$ cat src/rtl/core_pkg.sv
// core_pkg: opcode and ALU encodings, controller state type and the legality check for the
// RV32I subset (add, sub, addi, lw, sw, beq) executed by multicycle_controller.
package core_pkg;
  localparam logic [6:0] OPC_RTYPE  = 7'b0110011;
  localparam logic [6:0] OPC_ITYPE  = 7'b0010011;
  localparam logic [6:0] OPC_LOAD   = 7'b0000011;
  localparam logic [6:0] OPC_STORE  = 7'b0100011;
  localparam logic [6:0] OPC_BRANCH = 7'b1100011;
  localparam logic [3:0] ALU_ADD = 4'b0010;
  localparam logic [3:0] ALU_SUB = 4'b0110;
  typedef enum logic [2:0] {IDLE, FETCH, DECODE, EXECUTE, MEM, WB, HALT} ctrl_state_t;
  function automatic logic decode_legal(input logic [6:0] op, input logic [2:0] f3, input logic [6:0] f7);
    return (op == OPC_RTYPE) ? (f3 == 3'b000 && (f7 == 7'b0000000 || f7 == 7'b0100000))
                             : (op inside {OPC_ITYPE, OPC_LOAD, OPC_STORE, OPC_BRANCH});
  endfunction
endpackage

$ cat src/rtl/multicycle_controller.sv
// multicycle_controller: FETCH/DECODE/EXECUTE/MEM/WB sequencer with a timed memory handshake.
// Define MULTICYCLE_RETIRE_CNT_EN to add the retire_count output.
module multicycle_controller
  import core_pkg::*;
#(
  parameter int MEM_TIMEOUT = 16,
  parameter int TO_W = 5
) (
  input  logic        clk,
  input  logic        rst,
  input  logic [31:0] instr,
  input  logic        alu_zero,
  input  logic        mem_ready,
  output logic        mem_req,
  output logic        mem_we,
  output logic        mem_addr_sel,
  output logic        ir_we,
  output logic        pc_we,
  output logic        pc_src,
  output logic        reg_write,
  output logic        wb_sel,
  output logic        alu_src,
  output logic [3:0]  alu_control,
  output logic        halted,
  output logic        illegal,
`ifdef MULTICYCLE_RETIRE_CNT_EN
  output logic [31:0] retire_count,
`endif
  output logic        bus_error
);
  ctrl_state_t state;
  logic [6:0] opcode, funct7;
  logic [2:0] funct3;
  logic [TO_W-1:0] cnt;
  logic is_r, is_ld, is_st, is_br, waiting, limit, alu_on;
  assign is_r = opcode == OPC_RTYPE;
  assign is_ld = opcode == OPC_LOAD;
  assign is_st = opcode == OPC_STORE;
  assign is_br = opcode == OPC_BRANCH;
  assign waiting = state == FETCH || state == MEM;
  assign limit = MEM_TIMEOUT != 0 && cnt == TO_W'(MEM_TIMEOUT - 1);
  // ALU operands stay at the EXECUTE setting through MEM and WB so the address/result is stable
  assign alu_on = state == EXECUTE || state == MEM || state == WB;
  assign mem_req = waiting;
  assign mem_we = state == MEM && is_st;
  assign mem_addr_sel = state == MEM;
  assign ir_we = state == FETCH && mem_ready;
  assign pc_we = ir_we || (state == EXECUTE && is_br && alu_zero);
  assign pc_src = state == EXECUTE && is_br;
  assign reg_write = state == WB;
  assign wb_sel = state == WB && is_ld;
  assign alu_src = alu_on && !is_r && !is_br;
  assign alu_control = !alu_on ? 4'b0000 : (is_br || (is_r && funct7[5])) ? ALU_SUB : ALU_ADD;
  assign halted = state == HALT;
  always_ff @(posedge clk or posedge rst) begin
    if (rst) begin
      state <= IDLE;
      opcode <= '0;
      funct3 <= '0;
      funct7 <= '0;
      cnt <= '0;
      illegal <= 1'b0;
      bus_error <= 1'b0;
    end else begin
      cnt <= (waiting && !mem_ready) ? cnt + 1'b1 : '0;
      case (state)
        IDLE: state <= FETCH;
        FETCH:
          if (mem_ready) begin
            opcode <= instr[6:0];
            funct3 <= instr[14:12];
            funct7 <= instr[31:25];
            state <= DECODE;
          end else if (limit) begin
            state <= HALT;
            bus_error <= 1'b1;
          end
        DECODE:
          if (decode_legal(opcode, funct3, funct7)) state <= EXECUTE;
          else begin
            state <= HALT;
            illegal <= 1'b1;
          end
        EXECUTE: state <= (is_ld || is_st) ? MEM : is_br ? FETCH : WB;
        MEM:
          if (mem_ready) state <= is_ld ? WB : FETCH;
          else if (limit) begin
            state <= HALT;
            bus_error <= 1'b1;
          end
        WB: state <= FETCH;
        default: state <= HALT;
      endcase
    end
  end
`ifdef MULTICYCLE_RETIRE_CNT_EN
  always_ff @(posedge clk or posedge rst) begin
    if (rst) retire_count <= '0;
    else if (state == WB || (state == MEM && is_st && mem_ready) || (state == EXECUTE && is_br))
      retire_count <= retire_count + 32'd1;
  end
`endif
endmodule

$ cat config.mk
export PLATFORM = sky130hd
export DESIGN_NAME = multicycle_controller
export DESIGN_NICKNAME = d
export VERILOG_FILES = /design/src/rtl/core_pkg.sv /design/src/rtl/multicycle_controller.sv
export SDC_FILE = /design/constraint.sdc
export NUM_CORES = 1
export LEC_CHECK = 0
export ABC_AREA = 1
export CORE_ASPECT_RATIO = 1.4
export CORE_MARGIN = 2
export CORE_UTILIZATION = 44
export DETAILED_ROUTE_END_ITERATION = 6
export GPL_TIMING_DRIVEN = 0
export PLACE_DENSITY = 0.8
export SKIP_LAST_GASP = 1
export SYNTH_ARGS = -nofsm -noshare
export SYNTH_HDL_FRONTEND = slang
export SYNTH_SLANG_ARGS = --single-unit
$ cat constraint.sdc
create_clock -name clk -period 1.75 [get_ports clk]
set_input_delay 0.175 -clock clk [delete_from_list [all_inputs] [get_ports clk]]
set_output_delay 0.175 -clock clk [all_outputs]
set_load 0.01 [all_outputs]
==> metrics.txt, run 1 <==
status=completed; final setup TNS=0 ns; Final GP Congestion=0.822; pre-CTS WS=-0.255 ns; Synth top area share=48.2%; Post-Syn Instances=178; Layout Cells excl Fill=262; Yosys warning total=0; Rows=24; Startpoint Class=register; synth top area cells=dfrtp_1 (48%), nand2_1 (17%), inv_1 (4.8%); largest net degree at the start of global routing=28; CP Capture Type=output pin; clk sinks=27; syn avg cell area=7.88 um2; gr usage total=17.5%; CP arrival=1.53 ns; Reg-to-Reg End=state[2]; CTS Hold Buffers Added=0; # setup viols final=0; Final WS setup=0.0471 ns; worst vdd ir=461 uV; crit path launch=state[2]; Final Hold Vio Count=0; Detail Route Antenna Nets=0; Power Total=0.00111 W; grt ovf=0; DR vias/cell=4.67; Reg2Reg Depth=9; most instantiated cells after synthesis=nand2_1 (62), dfrtp_1 (27), inv_1 (18); clock root cell=clkbuf_8; worst-case clock skew=0.00620 ns; RSZ-0062 raised after global routing=yes; initial core utilization=45.3%; DP Area=0.00180 mm2; Residual DRC=0; Die Footprint=0.00366 mm2; I/O pins=52; synth unique cells=28; post-route cell area=0.00187 mm2; Reg2Reg Launch Point=cnt[0]; CP max-delay cell=dfrtp_1; Antenna Cells=0; NumNets Final=262; Core ar.=0.00309 mm2; footprint of the multi-input gates=597 um2; largest area contributor in the netlist=dfrtp_1; top_reg_cell synth=dfrtp_1; dpl hpwl=2060 um; CTS Buf Count=3; IO buf count=34; H-tree lvl count=1; initial antenna violation count=0; Synth async-reset ratio=100%; Post-synth EDFFs=0; leakage power=0.958 nW; min Tclk post-route=1.70 ns; crit-path cells=clkbuf_4 > inv_1 > nand2_2 > nor2_8 > inv_2 > buf_6 > nand2_1 > clkbuf_2; fillcell total=303; clk slew on worst S/H paths=0.09 ns; Slew HR=34.7%; register area share after synthesis=48.2%; Final Max Slew Viols=0; worst-skew pair later-pin latency=0.27 ns; CP top delay family=buffers and inverters; drt first-iter violations=18; CTS tree=done; Sequential cell area=677 um2; maximum clock path buffer count=2; first drt pass iteration count=4; Critical Path Max Stage Delay=0.37 ns; Mapped Area=0.00140 mm2; Max Fclk=0.587 GHz; area delta synth->final=33.1%; crit path kind=reg2out; CP endpoint=pc_we; fraction of layout cells with a size suffix above 1=18.4%; count leader, synth=nand2_1; Hold Path Class=in2reg; Power Density=595 mW/mm2; Post-Route WL=2710 um; Die X=51.7 um; die height=70.8 um; global-route wire length before repair=4940 um; post-DR wirelength/cell=10.3 um; crit share post-route=97.3%; worst-path maximum fanout=10; Crit. path cell count=8; #FFs+latches synth=27; Vias=1224; Worst EP required=1.57 ns; worst slew pin tran=0.978 ns; Placed Instances=252; Worst Path Buf+Inv=5; max cap viols=0; reg2reg setup slack=0.26 ns; vias in the first global route=1182
cells in the final DEF, fill, tap and decap left out:
cell type	Yosys	layout
nand2_1	62	62
dfrtp_1	27	26
clkdlybuf4s50_1	0	22
inv_1	18	18
nor2_1	17	16
o21ai_0	10	10
buf_4	3	9
nand3_1	8	8
clkbuf_2	0	7
inv_2	5	5
dlygate4sd2_1	0	4
buf_6	3	3
a21oi_1	3	3
clkbuf_8	0	3
nand2_2	2	2
nor2_2	1	2
nor3_1	3	2
ha_1	2	2
conb_1	1	2
nor2_4	1	1
clkbuf_4	0	1
nor2_8	1	1
o21ai_1	1	1
o21bai_1	1	1
or2_2	1	1
o21a_1	1	1
nor3_2	0	1
nor3_4	1	1
a21boi_0	1	1
a31oi_1	1	1
xor2_1	1	1
nor3b_2	1	1
nor4_2	0	1
clkinv_2	0	1
dlymetal6s2s_1	0	1
dfrtp_2	0	1
worst reg2reg max path, cell delays in order (launching register included):
cell	delay, ns
dfrtp_1	0.40
ha_1	0.22
nand2_1	0.08
nor2_1	0.04
ha_1	0.16
inv_1	0.09
nand2_1	0.07
o21a_1	0.18
nand2_1	0.06
nand3_1	0.08
where the power goes:
part / switching (W) / leakage (nW) / internal (W)
Combinational: 0.0000445 / 0.597 / 0.0000573
Sequential: 0.0000142 / 0.335 / 0.000645
Clock: 0.000190 / 0.0255 / 0.000160
Total: 0.000248 / 0.958 / 0.000862
worst min-delay path by stage:
| stage | from | endpoint | slack (ns) | cells past startpoint |
|---|---|---|---|---|
| after floorplan | rst | bus_error | 0.23 | 1 |
| after detailed placement | cnt[0] | cnt[0] | 0.46 | 1 |
| after CTS | instr[0] | opcode[0] | 0.42 | 3 |
| after global routing | instr[2] | opcode[2] | 0.44 | 3 |
| final | instr[2] | opcode[2] | 0.42 | 3 |
| after global placement | funct3[0] | funct3[0] | 0.45 | 2 |
cell type report:
class / count / share of cell area [%]
clock inverter: 1 / 0.268
inverter: 23 / 4.62
tap: 39 / 2.61
multi-input combinational: 122 / 32.0
clock buffer: 3 / 2.21
buffer: 7 / 3.42
sequential: 27 / 36.3
timing repair buffer: 40 / 18.6
registers in the layout, indices dropped and copies added (netlist names):
name	cells
funct7	7
opcode	7
cnt	5
funct3	3
state	3
bus_error	1
illegal	1
per-layer routing:
metal	global-route usage [%]	vias to the layer above	wire (um)
li1	-	634	-
met1	19.7	559	1080
met2	32.9	26	1490
met3	1.27	5	75
met4	7.02	0	57
met5	0	-	0
through the flow:
step | hold slack (ns) | utilization, %
finish | 0.424 | 60.4
global route | 0.437 | 60.4
CTS | 0.425 | 60.9
detailed placement | 0.456 | 58.1
global placement | 0.447 | 58.1
floorplan | 0.228 | -
logic make-up after synthesis:
group	synth area share, %
AND/OR/NAND/NOR	31.6
buffers and inverters	10.5
flip-flops	48.2
AO/OA/AOI/OAI	7.05
adder cells (fa/ha/maj)	1.78
XOR/XNOR	0.625
other	0.267
repair_timing:
item / in CTS / in global routing
buffers inserted: 5 / 1
pin swaps: 2 / 1
setup endpoints to repair: 11 / 9
hold endpoints to repair: 0 / 0
gates resized for setup: 18 / 13
No activity file was read; power rests on OpenSTA's default activity.
==> run 2: changes to the inputs <==
Settings changed: CTS_CLUSTER_SIZE from default to 20, GPL_TIMING_DRIVEN 0 to default, RECOVER_POWER from default to 100.
==> run 2 against run 1 <==
  * Via count increased by 1.1%
  * Die area unchanged
  * Register-to-register slack got worse by 0.02 ns
  * Non-clock buffer count increased by 7
  * First-iteration DRC count fell by 22%
  * Worst hold slack got worse by 0.0028 ns
  * Design area grew 2.0%
  * Cell count up 2.7%
  * Routed wire length down 3.0%
  * Flip-flop and latch count is the same
  * Critical path type unchanged
==> metrics.txt, run 2 (synthesis gave the netlist of run 1 again) <==
Die Footprint=0.00366 mm2 (unchanged); worst-skew pair later-pin latency=0.28 ns (was 0.27 ns); Final Max Slew Viols=0 (unchanged); CP arrival=1.52 ns (was 1.53 ns); Power Total=0.00113 W (was 0.00111 W); maximum clock path buffer count=2 (unchanged); Worst EP required=1.57 ns (about the same); area delta synth->final=35.8% (was 33.1%); crit share post-route=96.7% (was 97.3%); initial core utilization=45.3% (unchanged); gr usage total=16.3% (was 17.5%); H-tree lvl count=1 (unchanged); pre-CTS WS=-0.0397 ns (was -0.255 ns); post-route cell area=0.00190 mm2 (was 0.00187 mm2); clock root cell=clkbuf_8 (unchanged); first drt pass iteration count=4 (unchanged); worst-path maximum fanout=5 (was 10); max cap viols=0 (unchanged); initial antenna violation count=0 (unchanged); Slew HR=56.9% (was 34.7%); Residual DRC=0 (unchanged); dpl hpwl=2050 um (was 2060 um); Startpoint Class=register (unchanged); Final Hold Vio Count=0 (unchanged); Detail Route Antenna Nets=0 (unchanged); most frequent cells in the layout=nand2_1 (64), dfrtp_1 (25), clkdlybuf4s50_1 (19) (was nand2_1 (62), dfrtp_1 (26), clkdlybuf4s50_1 (22), inv_1 (18), nor2_1 (16)); crit path kind=reg2out (unchanged); grt ovf=0 (unchanged); fillcell total=288 (was 303); fraction of layout cells with a size suffix above 1=19.1% (was 18.4%); Hold Path Class=in2reg (unchanged); Final GP Congestion=0.806 (was 0.822); CP Capture Type=output pin (unchanged); post-DR wirelength/cell=9.76 um (was 10.3 um); worst vdd ir=437 uV (was 461 uV); Core ar.=0.00309 mm2 (unchanged); worst slew pin tran=0.646 ns (was 0.978 ns); drt first-iter violations=14 (was 18); commonest non-fill, non-tap cell in the layout=nand2_1 (unchanged); die height=70.8 um (unchanged); I/O pins=52 (unchanged); CTS tree=done (unchanged); # setup viols final=0 (unchanged); Power Density=594 mW/mm2 (was 595 mW/mm2); global-route wire length before repair=4630 um (was 4940 um); Vias=1238 (was 1224); leakage power=0.988 nW (was 0.958 nW); Rows=24 (unchanged); DR vias/cell=4.60 (was 4.67); Post-Route WL=2630 um (was 2710 um); NumNets Final=269 (was 262); Antenna Cells=0 (unchanged); CTS Buf Count=3 (unchanged); largest net degree at the start of global routing=28 (unchanged); clk slew on worst S/H paths=0.10 ns (was 0.09 ns); Final WS setup=0.0570 ns (was 0.0471 ns); Max Fclk=0.591 GHz (was 0.587 GHz); min Tclk post-route=1.69 ns (was 1.70 ns); RSZ-0062 raised after global routing=yes (unchanged); DP Area=0.00185 mm2 (was 0.00180 mm2); vias in the first global route=1150 (was 1182); IO buf count=34 (unchanged); clk sinks=27 (unchanged); biggest registers after layout=funct7 x7, opcode x7, cnt x5 (unchanged); Die X=51.7 um (unchanged); status=completed (unchanged); worst-case clock skew=0.0103 ns (was 0.00620 ns); CTS Hold Buffers Added=0 (unchanged)
run 2: changes by cell type in the layout (fill, tap and decap cells not counted), sizes merged:
cell	before	now
dlygate4sd3	0	3
buf	12	17
dlymetal6s2s	1	0
clkinv	1	0
dlygate4sd2	4	6
clkdlybuf4s50	22	19
clkdlybuf4s25	0	1
inv	23	24
run 2: per-stage QoR:
stage                     hold slack, ns  TNS (ns)  instances  utilization (%)
after floorplan                    0.228         0        179                -
after global placement             0.444  -0.00185        260             59.7
after detailed placement           0.456   -0.0545        260             59.7
after CTS                          0.247  -0.00826        269             62.5
after global routing               0.434         0        269             61.6
final                              0.421         0        269             61.6
run 2: final cells by class:
| cell class | instances | area (um2) | area share [%] |
|---|---|---|---|
| Clock inverter | 1 | 8.76 | 0.460 |
| Clock buffer | 3 | 41.3 | 2.17 |
| Tap cell | 39 | 48.8 | 2.56 |
| Sequential cell | 27 | 678 | 35.6 |
| Inverter | 23 | 86.3 | 4.53 |
| Multi-Input combinational cell | 122 | 593 | 31.1 |
| Timing Repair Buffer | 54 | 448 | 23.5 |
run 2: repair_timing:
action                                  CTS  global route
endpoints found under the hold margin     0             0
buffers inserted                          5             0
resized for setup                        16            14
endpoints found under the setup margin   12             6
pin swaps                                 1             3
run 2: worst max-delay path, stage by stage (launching register included):
cell           delay (ns)
dfrtp_2              0.44
inv_2                0.07
buf_4                0.13
a21oi_2              0.16
inv_2                0.06
buf_4                0.12
dlygate4sd2_1        0.27
run 2: metal layers:
metal | GRT usage [%] | vias up | part of all wire [%]
li1 | - | 647 | -
met1 | 19.8 | 560 | 44
met2 | 28.9 | 27 | 52
met3 | 1.90 | 4 | 3.1
met4 | 6.14 | 0 | 1.3
met5 | 0 | - | 0
run 2: worst paths after layout:
check                           startpoint        endpoint  slack, ns  cells past startpoint
worst max-delay path              state[1]  alu_control[1]       0.06                      6
worst min-delay path             instr[25]       funct7[0]       0.42                      3
worst max register to register      cnt[0]        state[2]       0.24                      9
worst min register to register     illegal         illegal       0.46                      2
max in group asynchronous              rst        state[1]       0.79                      3
min in group asynchronous              rst          cnt[3]       0.49                      3
run 2: report_power, final:
part / internal (W) / switching, W / total [W] / leakage, nW
sequential: 0.000645 / 0.0000129 / 0.000658 / 0.334
combinational: 0.0000606 / 0.0000448 / 0.000105 / 0.627
clock: 0.000167 / 0.000200 / 0.000367 / 0.0261
==> edit 1, RTL diff (flow settings as in run 1) <==
Set the parameter `TO_W` to 4 (it was 5).
--- a/src/rtl/multicycle_controller.sv
+++ b/src/rtl/multicycle_controller.sv
@@ -6,3 +6,3 @@
   parameter int MEM_TIMEOUT = 16,
-  parameter int TO_W = 5
+  parameter int TO_W = 4
 ) (
Behaviour: no difference found for any inputs over 10 cycles, from zero or initial values and one cycle with rst high; that may be too few to reach the edited logic, so the function may still have changed.
==> edit 1 against run 1 <==
- wire length grew 7.9%
- sequential cell count shrank 1
- total power grew 2.0%
- first-iteration DRC count grew 39%
- setup slack lost 0.017 ns
- design area grew 0.60%
- core utilization grew 4.9 points
- die area shrank 4.2%
- synthesized area shrank 4.5%
- critical endpoint unchanged
- largest power group unchanged
==> edit 1: results (changes against run 1) <==
status finished clean (unchanged); cell family contributing the most delay on the critical path simple AND/OR/NAND/NOR gates (was buffers and inverters); endpoint of the worst register-to-register path opcode[4] (was state[2]); Tightest Pin Transition 0.972 ns (was 0.978 ns); most used standard cells in the synthesized netlist 73 x sky130_fd_sc_hd__nand2_1, 26 x sky130_fd_sc_hd__dfrtp_1, 21 x sky130_fd_sc_hd__nor2_1, 20 x sky130_fd_sc_hd__inv_1, 8 x sky130_fd_sc_hd__o21ai_0 (was 62 x sky130_fd_sc_hd__nand2_1, 27 x sky130_fd_sc_hd__dfrtp_1, 18 x sky130_fd_sc_hd__inv_1, 17 x sky130_fd_sc_hd__nor2_1, 10 x sky130_fd_sc_hd__o21ai_0); wire length on met3 102 µm (was 75 µm); worst hold margin 0.426 ns (was 0.424 ns); part of the total power dissipated in the clock network 0.345 (was 0.314); ratio of cells with drive above 1 in the final layout 0.197 (was 0.184); portion of the post-synthesis area used by sequential elements 0.486 (was 0.482); placed instance area 1730 µm² (was 1800 µm²); Post-Route Skew 0.00494 ns (was 0.00620 ns); post-synth cell types 25 (was 28); cell internal power dissipation 0.883 mW (was 0.862 mW); Reg2Reg Setup Slack 0.43 ns (was 0.26 ns); clock buffer depth 2 (unchanged); CP peak stage delay 0.40 ns (was 0.37 ns); WL met1 1240 µm (was 1080 µm); portion of total power attributed to combinational logic 0.095 (was 0.092); number of warning messages in the yosys log 0 (unchanged); setup slack after placement -0.166 ns (was -0.255 ns); global-route wire length before repair 4860 µm (was 4940 µm); vias per cell 4.67 (about the same); DP Wirelength 2060 µm (about the same); Overall Global Routing Usage 0.178 (was 0.175); CTS buffer count 3 (unchanged); Leak Pwr 1.01 nW (was 0.958 nW); critical path arrival 1.54 ns; met2 wire length 1470 µm (was 1490 µm); Routability Congestion 0.858 (was 0.822); number of vias in the routed layout 1238 (was 1224); first-pass iteration count of the detailed router 4 (unchanged); nets@finish 266 (was 262); launch point of the critical path opcode[2] (was state[2]); standard cell with the maximum stage delay on the critical path sky130_fd_sc_hd__dfrtp_1 (unchanged); max frequency 582 MHz (was 587 MHz); switching power 0.250 mW (was 0.248 mW); Synth area leaders sky130_fd_sc_hd__dfrtp_1 49%, sky130_fd_sc_hd__nand2_1 20%, sky130_fd_sc_hd__nor2_1 5.9% (was sky130_fd_sc_hd__dfrtp_1 48%, sky130_fd_sc_hd__nand2_1 17%, sky130_fd_sc_hd__inv_1 4.8%); startpoint of the most critical register-to-register path state[0] (was cnt[0]); pin count of the biggest net entering global routing 27 (was 28); post-synthesis instance total 180 (was 178); flip-flop cell with the highest count after synthesis sky130_fd_sc_hd__dfrtp_1 (unchanged); iteration-0 DRC count of the detailed router 25 (was 18); wire per inst 11.0 µm (was 10.3 µm); Async S/R FF share, synth 1.00 (unchanged); most frequent cell after synthesis sky130_fd_sc_hd__nand2_1 (unchanged); Worst Path Max Fanout 5 (was 10); path type of the worst min-delay path in2async (was in2reg); worst setup path end pc_we (unchanged); Max VDD drop 0.000445 V (was 0.000461 V); worst r2r path cells 7 (was 9); leading registers by flop count funct7 x7, opcode x7, cnt x4 (was funct7 x7, opcode x7, cnt x5)
==> edit 1: timing repair <==
| item | 4_1_cts | 5_1_grt |
|---|---|---|
| buffers inserted | 5 | 5 |
| setup endpoints to repair | 10 | 9 |
| pin swaps | 2 | 3 |
| hold buffers | 0 | 0 |
| resized for setup | 22 | 24 |
==> edit 1: layout make-up <==
type	count	area [µm²]
Fill cell	256	1000
Sequential cell	26	653
Multi-Input combinational cell	127	608
Timing Repair Buffer	44	385
Inverter	22	85.1
Clock buffer	4	55.1
Tap cell	37	46.3
Buffer	5	45.0
==> edit 1: routing by layer <==
| metal | vias up | GRT usage |
|---|---|---|
| met2 | 36 | 0.308 |
| met5 | - | 0 |
| li1 | 637 | - |
| met4 | 0 | 0.108 |
| met3 | 10 | 0.0151 |
| met1 | 555 | 0.208 |
==> edit 1: cell families after synthesis <==
logic type      share of synthesized area
flops                               0.486
fa+ha+maj                         0.00934
simple gates                        0.335
buf+inv                            0.0990
xor+xnor                           0.0131
other cells                       0.00280
compound gates                     0.0551
==> edit 2, RTL diff (settings of run 1) <==
Made on the original files. The 7 states of `ctrl_state_t` get a one-hot encoding in 7 bits.
--- a/src/rtl/core_pkg.sv
+++ b/src/rtl/core_pkg.sv
@@ -10,3 +10,3 @@
   localparam logic [3:0] ALU_SUB = 4'b0110;
-  typedef enum logic [2:0] {IDLE, FETCH, DECODE, EXECUTE, MEM, WB, HALT} ctrl_state_t;
+  typedef enum logic [6:0] {IDLE = 7'b0000001, FETCH = 7'b0000010, DECODE = 7'b0000100, EXECUTE = 7'b0001000, MEM = 7'b0010000, WB = 7'b0100000, HALT = 7'b1000000} ctrl_state_t;
   function automatic logic decode_legal(input logic [6:0] op, input logic [2:0] f3, input logic [6:0] f7);
Formal check against the unedited RTL: no difference found for any inputs over 10 cycles, from zero or initial values and one cycle with rst high; not proved beyond that.
==> edit 2 against run 1 <==
- synthesized area increased by 13%
- highest routed layer unchanged
- the run now ends with negative setup slack left
- die area increased by 12%
- combinational power decreased by 18%
- design area is 21% higher
- wire length increased by 33%
- setup slack worse by 0.053 ns
- sequential cell count increased by 4
- total power rose by 17%
==> edit 2: results (changes against run 1) <==
status finished with violations (was finished clean); violations in the final reports negative setup slack; setup tns final -0.00617 ns (was 0 ns); portion of the post-synthesis area used by sequential elements 0.491 (was 0.482); worst r2r path cells 11 (was 9); Tightest Pin Transition 1.14 ns (was 0.978 ns); Worst Hold Launch instr[14] (was instr[2]); flip-flop and latch share of the layout cell area 0.346 (was 0.363); met2 wire length 1910 µm (was 1490 µm); critical path arrival 1.58 ns (was 1.53 ns); depth of the CTS H-tree 2 (was 1); total area of multi-input combinational cells 728 µm² (was 597 µm²); switching part of the total 0.208 (was 0.224); Clock Pin Slew Worst Setup and Hold Paths 0.06 ns (was 0.09 ns); fraction of the mapped netlist area in compound gates 0.0348 (was 0.0705); sequential cell fraction of total power 0.553 (was 0.594); Worst Path Max Fanout 5 (was 10); setup slack after placement -0.264 ns (was -0.255 ns); via count of the first global-routing pass 1293 (was 1182); CTS buffer count 5 (was 3); leading registers by flop count funct7 x7, opcode x7, state x7 (was funct7 x7, opcode x7, cnt x5); endpoint of the worst register-to-register path funct7[5] (was state[2]); final setup violating endpoints 1 (was 0); wire length on met3 198 µm (was 75 µm); area taken by flip-flops and latches 778 µm² (was 677 µm²); Synth area leaders sky130_fd_sc_hd__dfrtp_1 47%, sky130_fd_sc_hd__nand2_1 16%, sky130_fd_sc_hd__inv_1 7.1% (was sky130_fd_sc_hd__dfrtp_1 48%, sky130_fd_sc_hd__nand2_1 17%, sky130_fd_sc_hd__inv_1 4.8%); NonClk Buf Share 0.222 (was 0.221); clock buffer and inverter area fraction after layout 0.0323 (was 0.0248); nets@finish 304 (was 262); fill cell total of the finished layout 277 (was 303); WL met1 1390 µm (was 1080 µm); vias per cell 4.81 (was 4.67); min setup slack post-route -0.00617 ns (was 0.0471 ns); number of gates resized after CTS 39 (was 18)
[edit 2: worst max-delay path, cell delays in order, from the launching register on]
cell and delay [ns]:
sky130_fd_sc_hd__dfrtp_1 0.41, sky130_fd_sc_hd__buf_6 0.12, sky130_fd_sc_hd__inv_1 0.03, sky130_fd_sc_hd__nor2_1 0.07
sky130_fd_sc_hd__nand2_1 0.09, sky130_fd_sc_hd__nor2_4 0.15, sky130_fd_sc_hd__nand2_4 0.10, sky130_fd_sc_hd__buf_8 0.15
sky130_fd_sc_hd__nand2_1 0.05, sky130_fd_sc_hd__buf_2 0.12
[edit 2: through the flow]
stage                     hold WS (ns)  instances
final                            0.425        305
after global routing             0.442        305
after CTS                        0.416        299
after detailed placement         0.449        284
after global placement           0.447        284
after floorplan                  0.278        210
[edit 2: cells by family after synthesis]
kind of cell,after synthesis
xor gates and xnor gates,1
DFF,31
AOI/OAI and AO/OA,11
buffers and inverters,37
other,1
and+or+nand+nor,125
adders and majority gates,2
